[src/rtl/tlul_master.sv]
`default_nettype none
// +----------------------------------------------------------------------------+
// | tlul_master: single-outstanding TL-UL initiator with D-channel timeout.     |
// | Revision 1.0 - initial release                                              |
// +----------------------------------------------------------------------------+

module tlul_master #(
  parameter int ADDR_WIDTH    = 32,
  parameter int DATA_WIDTH    = 32,
  parameter int MASK_WIDTH    = DATA_WIDTH / 8,
  parameter int SIZE_WIDTH    = 3,
  parameter int OPCODE_WIDTH  = 3,
  parameter int TIMEOUT_WIDTH = 8
) (
  input  logic                    clk_24,
  input  logic                    rst_n,
  input  logic                    cmd_valid,
  output logic                    cmd_ready,
  input  logic                    cmd_write,
  input  logic [ADDR_WIDTH-1:0]   cmd_addr,
  input  logic [DATA_WIDTH-1:0]   cmd_wdata,
  input  logic [MASK_WIDTH-1:0]   cmd_mask,
  input  logic [SIZE_WIDTH-1:0]   cmd_size,
  output logic                    a_valid,
  input  logic                    a_ready,
  output logic [OPCODE_WIDTH-1:0] a_opcode,
  output logic [SIZE_WIDTH-1:0]   a_size,
  output logic [ADDR_WIDTH-1:0]   a_address,
  output logic [MASK_WIDTH-1:0]   a_mask,
  output logic [DATA_WIDTH-1:0]   a_data,
  input  logic                    d_valid,
  output logic                    d_ready,
  input  logic [OPCODE_WIDTH-1:0] d_opcode,
  input  logic [SIZE_WIDTH-1:0]   d_size,
  input  logic                    d_denied,
  input  logic [DATA_WIDTH-1:0]   d_data,
  output logic                    rsp_valid,
  input  logic                    rsp_ready,
  output logic [DATA_WIDTH-1:0]   rsp_rdata,
  output logic                    rsp_err,
  output logic                    rsp_timeout,
  output logic                    busy,
  output logic                    stale_drop
);

  typedef enum logic [1:0] {
    S_IDLE = 2'd0,
    S_REQ  = 2'd1,
    S_WAIT = 2'd2,
    S_DONE = 2'd3
  } state_e;

  localparam logic [OPCODE_WIDTH-1:0] OP_GET          = OPCODE_WIDTH'(0);
  localparam logic [OPCODE_WIDTH-1:0] OP_PUT_FULL     = OPCODE_WIDTH'(1);
  localparam logic [OPCODE_WIDTH-1:0] OP_PUT_PARTIAL  = OPCODE_WIDTH'(2);
  localparam logic [OPCODE_WIDTH-1:0] OP_ACK          = OPCODE_WIDTH'(3);
  localparam logic [OPCODE_WIDTH-1:0] OP_ACK_DATA     = OPCODE_WIDTH'(4);
  // Counter value in the last waiting cycle; the register reaches all ones as we leave.
  localparam logic [TIMEOUT_WIDTH-1:0] CNT_LAST = TIMEOUT_WIDTH'((2 ** TIMEOUT_WIDTH) - 2);

  state_e                  state_q, state_d;
  logic                    a_valid_q, a_valid_d;
  logic [OPCODE_WIDTH-1:0] a_opcode_q, a_opcode_d;
  logic [SIZE_WIDTH-1:0]   a_size_q, a_size_d;
  logic [ADDR_WIDTH-1:0]   a_address_q, a_address_d;
  logic [MASK_WIDTH-1:0]   a_mask_q, a_mask_d;
  logic [DATA_WIDTH-1:0]   a_data_q, a_data_d;
  logic                    exp_data_q, exp_data_d;
  logic                    rsp_valid_q, rsp_valid_d;
  logic [DATA_WIDTH-1:0]   rsp_rdata_q, rsp_rdata_d;
  logic                    rsp_err_q, rsp_err_d;
  logic                    rsp_timeout_q, rsp_timeout_d;
  logic                    stale_drop_q, stale_drop_d;
  logic [TIMEOUT_WIDTH-1:0] cnt_q, cnt_d;

  logic [OPCODE_WIDTH-1:0] exp_opcode;
  logic                    d_bad;
  logic                    unused_d_size;

  assign unused_d_size = ^d_size;
  assign exp_opcode    = exp_data_q ? OP_ACK_DATA : OP_ACK;
  assign d_bad         = d_denied | (d_opcode != exp_opcode);

  always_ff @(posedge clk_24 or negedge rst_n) begin
    if (!rst_n) begin
      state_q       <= S_IDLE;
      a_valid_q     <= 1'b0;
      a_opcode_q    <= '0;
      a_size_q      <= '0;
      a_address_q   <= '0;
      a_mask_q      <= '0;
      a_data_q      <= '0;
      exp_data_q    <= 1'b0;
      rsp_valid_q   <= 1'b0;
      rsp_rdata_q   <= '0;
      rsp_err_q     <= 1'b0;
      rsp_timeout_q <= 1'b0;
      stale_drop_q  <= 1'b0;
      cnt_q         <= '0;
    end else begin
      state_q       <= state_d;
      a_valid_q     <= a_valid_d;
      a_opcode_q    <= a_opcode_d;
      a_size_q      <= a_size_d;
      a_address_q   <= a_address_d;
      a_mask_q      <= a_mask_d;
      a_data_q      <= a_data_d;
      exp_data_q    <= exp_data_d;
      rsp_valid_q   <= rsp_valid_d;
      rsp_rdata_q   <= rsp_rdata_d;
      rsp_err_q     <= rsp_err_d;
      rsp_timeout_q <= rsp_timeout_d;
      stale_drop_q  <= stale_drop_d;
      cnt_q         <= cnt_d;
    end
  end

  always_comb begin
    state_d       = state_q;
    a_valid_d     = a_valid_q;
    a_opcode_d    = a_opcode_q;
    a_size_d      = a_size_q;
    a_address_d   = a_address_q;
    a_mask_d      = a_mask_q;
    a_data_d      = a_data_q;
    exp_data_d    = exp_data_q;
    rsp_valid_d   = rsp_valid_q;
    rsp_rdata_d   = rsp_rdata_q;
    rsp_err_d     = rsp_err_q;
    rsp_timeout_d = rsp_timeout_q;
    stale_drop_d  = 1'b0;
    cnt_d         = '0;

    case (state_q)
      S_IDLE: begin
        stale_drop_d = d_valid;
        if (cmd_valid) begin
          a_valid_d   = 1'b1;
          a_size_d    = cmd_size;
          a_address_d = cmd_addr;
          a_mask_d    = cmd_mask;
          exp_data_d  = ~cmd_write;
          if (!cmd_write) begin
            a_opcode_d = OP_GET;
            a_data_d   = '0;
          end else begin
            a_opcode_d = (&cmd_mask) ? OP_PUT_FULL : OP_PUT_PARTIAL;
            a_data_d   = cmd_wdata;
          end
          state_d = S_REQ;
        end
      end
      S_REQ: begin
        if (a_ready) begin
          a_valid_d = 1'b0;
          state_d   = S_WAIT;
        end
      end
      S_WAIT: begin
        cnt_d = cnt_q + 1'b1;
        // A response arriving in the final cycle takes priority over the timeout.
        if (d_valid) begin
          rsp_valid_d   = 1'b1;
          rsp_err_d     = d_bad;
          rsp_timeout_d = 1'b0;
          rsp_rdata_d   = (exp_data_q && !d_bad) ? d_data : '0;
          state_d       = S_DONE;
        end else if (cnt_q == CNT_LAST) begin
          rsp_valid_d   = 1'b1;
          rsp_err_d     = 1'b1;
          rsp_timeout_d = 1'b1;
          rsp_rdata_d   = '0;
          state_d       = S_DONE;
        end
      end
      S_DONE: begin
        stale_drop_d = d_valid;
        if (rsp_ready) begin
          rsp_valid_d = 1'b0;
          state_d     = S_IDLE;
        end
      end
      default: state_d = S_IDLE;
    endcase
  end

  assign cmd_ready   = (state_q == S_IDLE);
  assign d_ready     = (state_q != S_REQ);
  assign busy        = (state_q != S_IDLE);
  assign a_valid     = a_valid_q;
  assign a_opcode    = a_opcode_q;
  assign a_size      = a_size_q;
  assign a_address   = a_address_q;
  assign a_mask      = a_mask_q;
  assign a_data      = a_data_q;
  assign rsp_valid   = rsp_valid_q;
  assign rsp_rdata   = rsp_rdata_q;
  assign rsp_err     = rsp_err_q;
  assign rsp_timeout = rsp_timeout_q;
  assign stale_drop  = stale_drop_q;

endmodule

`default_nettype wire

[config.mk]
export PLATFORM = sky130hd
export DESIGN_NAME = tlul_master
export DESIGN_NICKNAME = d
export VERILOG_FILES = /design/src/rtl/tlul_master.sv
export SDC_FILE = /design/constraint.sdc
export NUM_CORES = 1
export LEC_CHECK = 0
export ABC_AREA = 1
export BUFFER_PORTS_ARGS = -buffer_cell sky130_fd_sc_hd__buf_2
export CAP_MARGIN = 20
export CORE_MARGIN = 2
export CORE_UTILIZATION = 25
export DETAILED_ROUTE_END_ITERATION = 6
export SLEW_MARGIN = 20
export SYNTH_ARGS = -nofsm -noshare
export SYNTH_HDL_FRONTEND = slang
export SYNTH_SLANG_ARGS = --single-unit
[constraint.sdc]
create_clock -name clk_24 -period 3.1 [get_ports clk_24]
set_clock_uncertainty 0.1 [all_clocks]
set_input_delay 0.155 -clock clk_24 [delete_from_list [all_inputs] [get_ports clk_24]]
set_output_delay 0.155 -clock clk_24 [all_outputs]
set_load 0.02 [all_outputs]
==> results.json <==
{
  "worst_flop_to_flop_path_endpoint": "rsp_err",
  "max_cap_violations": 0,
  "synthDominantCellAreaShare_pct": 61.0,
  "maxSlewViolCount": 0,
  "cp_top_family": "simple AND/OR/NAND/NOR gates",
  "sink_of_the_worst_hold_path": "state_q[0]",
  "floorplan.rows": 51,
  "setup.worst_path.end_class": "register",
  "finish.utilization_pct": 41.0,
  "worstPathArrival_ns": 2.45,
  "pin_count_of_the_biggest_net_entering_global_routing": 63,
  "placement.cell_area_um2": 6310,
  "overall_global_routing_usage_pct": 14.5,
  "switching_share_pct": 39.8,
  "cts_buffers": 17,
  "count_of_nets_after_finishing": 947,
  "portBuffers": 226,
  "floorplan.die_area_um2": 21000,
  "critical_path_buf_inv_count": 2,
  "dpl.cell_count": 962,
  "crit_path_max_incr_delay_ns": 0.47,
  "power-per-cell-area_nw_per_um2": 896,
  "worst_path_max_delay_cell": "sky130_fd_sc_hd__ha_1",
  "first_global_vias": 4639,
  "multi_input_area_um2": 1680,
  "power.combinational.fraction_pct": 38.1,
  "critical_path.cell_chain": "inv_1 -> ha_1 -> inv_6 -> nor3_4 -> nand3_4 -> a21boi_0",
  "headroom_to_the_max_slew_limit_pct": 44.9,
  "syn2layout_area_growth_pct": 60.8,
  "seq_area_frac_synth_pct": 61.0,
  "die_height_um": 145,
  "critPathRequiredTime_ns": 3.26,
  "yosys_warnings": 0,
  "rrSetupSlack_ns": 0.80,
  "worstSkewPairLatency_ns": 0.40,
  "run_status": "complete, no violations",
  "finalInstanceArea_um2": 7980,
  "r2r_start": "state_q[0]",
  "cts.repair.resized": 0,
  "floorplan.core_area_um2": 19500,
  "seq_area_um2": 3030,
  "synthesis.area_um2": 4960,
  "postSynthNetCount": 616,
  "rsz_0062_raised_after_global_routing": "no",
  "mostFrequentLayoutCells": "sky130_fd_sc_hd__buf_2, sky130_fd_sc_hd__nand2_1, sky130_fd_sc_hd__dfrtp_1",
  "initial_core_util_pct": 25.5,
  "dp_worst_setup_slack_ns": 0.758,
  "power_switching_uw": 2850,
  "antenna_left": 0,
  "power.ir.vdd_worst_mv": 0.483,
  "overflow": 0,
  "portion_of_total_power_attributed_to_the_clock_network_pct": 27.9,
  "vias": 4594,
  "synth_top_cell_by_area": "sky130_fd_sc_hd__dfrtp_1",
  "clkSlewWorstSetupHoldPaths_ns": 0.06,
  "worst_hold_launch": "rsp_ready",
  "setup_tns_final_ns": 0,
  "antenna_violations_before_repair": 0,
  "clock_path_buffers": 2,
  "yosys.cell_types.count": 29,
  "leakage_power_figure_uw": 0.00426,
  "synthesis.instances": 492,
  "tritoncts_num_sinks": 121,
  "max_freq_mhz": 436,
  "firstDrtPassIters": 4,
  "vias_per_cell": 4.17,
  "cts_htree_levels": 4,
  "synth.area.top_cells": "sky130_fd_sc_hd__dfrtp_1, sky130_fd_sc_hd__nand2_1, sky130_fd_sc_hd__a22o_1",
  "final_common_cell": "sky130_fd_sc_hd__buf_2",
  "finalHoldViolations": 0,
  "post_drt_wl_per_cell_um": 13.8,
  "worst_r2r_path_depth": 6,
  "final_critical_path_share_of_the_clock_period_pct": 74.1,
  "fillerInstances": 1887,
  "hold_depth": 5,
  "totalWireLength_um": 15200,
  "clock_tree_from_tritoncts": "done",
  "layout-drive-gt1-share_pct": 36.4,
  "dp_hpwl_um": 9110,
  "cts-root-buf": "sky130_fd_sc_hd__clkbuf_16",
  "power.internal_uw": 4300,
  "chipWidth_um": 145,
  "flop_and_latch_count_out_of_synthesis": 121,
  "setup_violations": 0,
  "critPathLaunchType": "register",
  "route.detailed.drc": 0,
  "critPathKind": "reg -> reg",
  "slew_worst_pin_ns": 0.827,
  "syn-mean-instance-area_um2": 10.1,
  "grt_pass1_wl_um": 23600,
  "finalWeightedCongestion": 0.694,
  "timing.hold.worst.class": "in -> reg",
  "first_iter_violations": 180,
  "timing.final.crit_period_ns": 2.30,
  "n_antenna_cell": 0,
  "post-route-worst-setup-slack_ns": 0.804,
  "crit_path_max_fanout": 33,
  "boundary_pin_count": 231,
  "final_cell_count_no_fill": 1101,
  "share_seq_of_total_power_pct": 33.9
}
## layer usage
layer	track usage (%)	up-vias	wire, um
met2	23.3	183	7060
met1	18.4	2142	6810
met5	0	-	0
met4	3.93	0	123
met3	5.23	8	1170
li1	-	2261	-
## cells in the mapped netlist
cell	n
sky130_fd_sc_hd__nor2_1	15
sky130_fd_sc_hd__nand3_1	3
sky130_fd_sc_hd__buf_4	1
sky130_fd_sc_hd__o21ai_1	2
sky130_fd_sc_hd__inv_2	2
sky130_fd_sc_hd__nor3_4	1
sky130_fd_sc_hd__a21boi_0	1
sky130_fd_sc_hd__a22o_1	33
sky130_fd_sc_hd__buf_6	7
sky130_fd_sc_hd__nor2_2	1
sky130_fd_sc_hd__clkbuf_1	8
sky130_fd_sc_hd__conb_1	1
sky130_fd_sc_hd__or2_2	1
sky130_fd_sc_hd__o22ai_1	1
sky130_fd_sc_hd__o21ai_2	31
sky130_fd_sc_hd__xnor2_1	1
sky130_fd_sc_hd__nor3_1	1
sky130_fd_sc_hd__inv_1	18
sky130_fd_sc_hd__nand3_4	1
sky130_fd_sc_hd__a21oi_1	3
sky130_fd_sc_hd__nand2_2	1
sky130_fd_sc_hd__o21ai_0	9
sky130_fd_sc_hd__nand4_1	3
sky130_fd_sc_hd__nand2_4	1
sky130_fd_sc_hd__dfrtp_1	121
sky130_fd_sc_hd__buf_2	11
sky130_fd_sc_hd__nand2_1	206
sky130_fd_sc_hd__inv_6	1
sky130_fd_sc_hd__ha_1	7
## state kept, by name, indices dropped and copies added (netlist names), 2 cells and up
signal / count
a_address: 32
a_data: 32
rsp_rdata: 32
cnt_q: 8
a_mask: 4
a_size: 3
a_opcode: 2
state_q: 2
## through the flow
stage          hold slack (ns)  total power [uW]
2_1_floorplan           -0.241              4140
5_1_grt                 0.0685              7620
3_3_place_gp             0.210              5030
4_1_cts                 0.0378              7230
6_report                0.0626              7150
3_5_place_dp             0.205              5060
## worst max-delay path by stage
stage | start | endpoint | slack [ns] | cells after the start
floorplan | state_q[0] | a_data[10] | 1.40 | 6
CTS | state_q[0] | rsp_err | 0.76 | 6
detailed placement | state_q[0] | rsp_err | 0.76 | 6
global route | state_q[0] | rsp_rdata[31] | 0.58 | 6
global placement | state_q[0] | rsp_err | 0.80 | 6
finish | state_q[0] | rsp_err | 0.80 | 6
## layout make-up
cell class,count,share of cell area [%]
tap,265,4.16
sequential,121,38.0
clock inverter,14,2.04
multi-input combinational,323,21.1
timing repair buffer,339,28.4
clock buffer,18,5.38
inverter,21,1.05
## repair_timing
item                                   in CTS  in global routing
setup buffers                               0                  0
hold buffers                              107                  0
setup endpoints to repair                   0                  0
endpoints found under the hold margin     168                  0
## logic make-up (layout without fill, tap and decap cells)
logic type / count (synthesis) / in the layout / share of synthesized area [%]
adders and majority gates: 7 / 7 / 1.77
xor gates and xnor gates: 1 / 1 / 0.177
other: 1 / 1 / 0.0756
AOI/OAI and AO/OA: 80 / 80 / 13.0
buffers and inverters: 48 / 392 / 5.15
DFF: 121 / 121 / 61.0
and+or+nand+nor: 234 / 234 / 18.8
## power by group through the flow
stage | logic, uW | registers [uW] | clock network, uW
after floorplan | 1070 | 3060 | 0
after global placement | 2600 | 2430 | 0
after detailed placement | 2650 | 2420 | 0
after CTS | 2740 | 2420 | 2070
after global routing | 2980 | 2500 | 2150
final | 2720 | 2430 | 2000
## worst register-to-register path, cell delays in order (launching register included)
cell                       delay [ns]
sky130_fd_sc_hd__dfrtp_1         0.41
sky130_fd_sc_hd__inv_1           0.12
sky130_fd_sc_hd__ha_1            0.47
sky130_fd_sc_hd__inv_6           0.07
sky130_fd_sc_hd__nor3_4          0.20
sky130_fd_sc_hd__nand3_4         0.46
sky130_fd_sc_hd__a21boi_0        0.32
No activity file was read; power rests on OpenSTA's default activity.
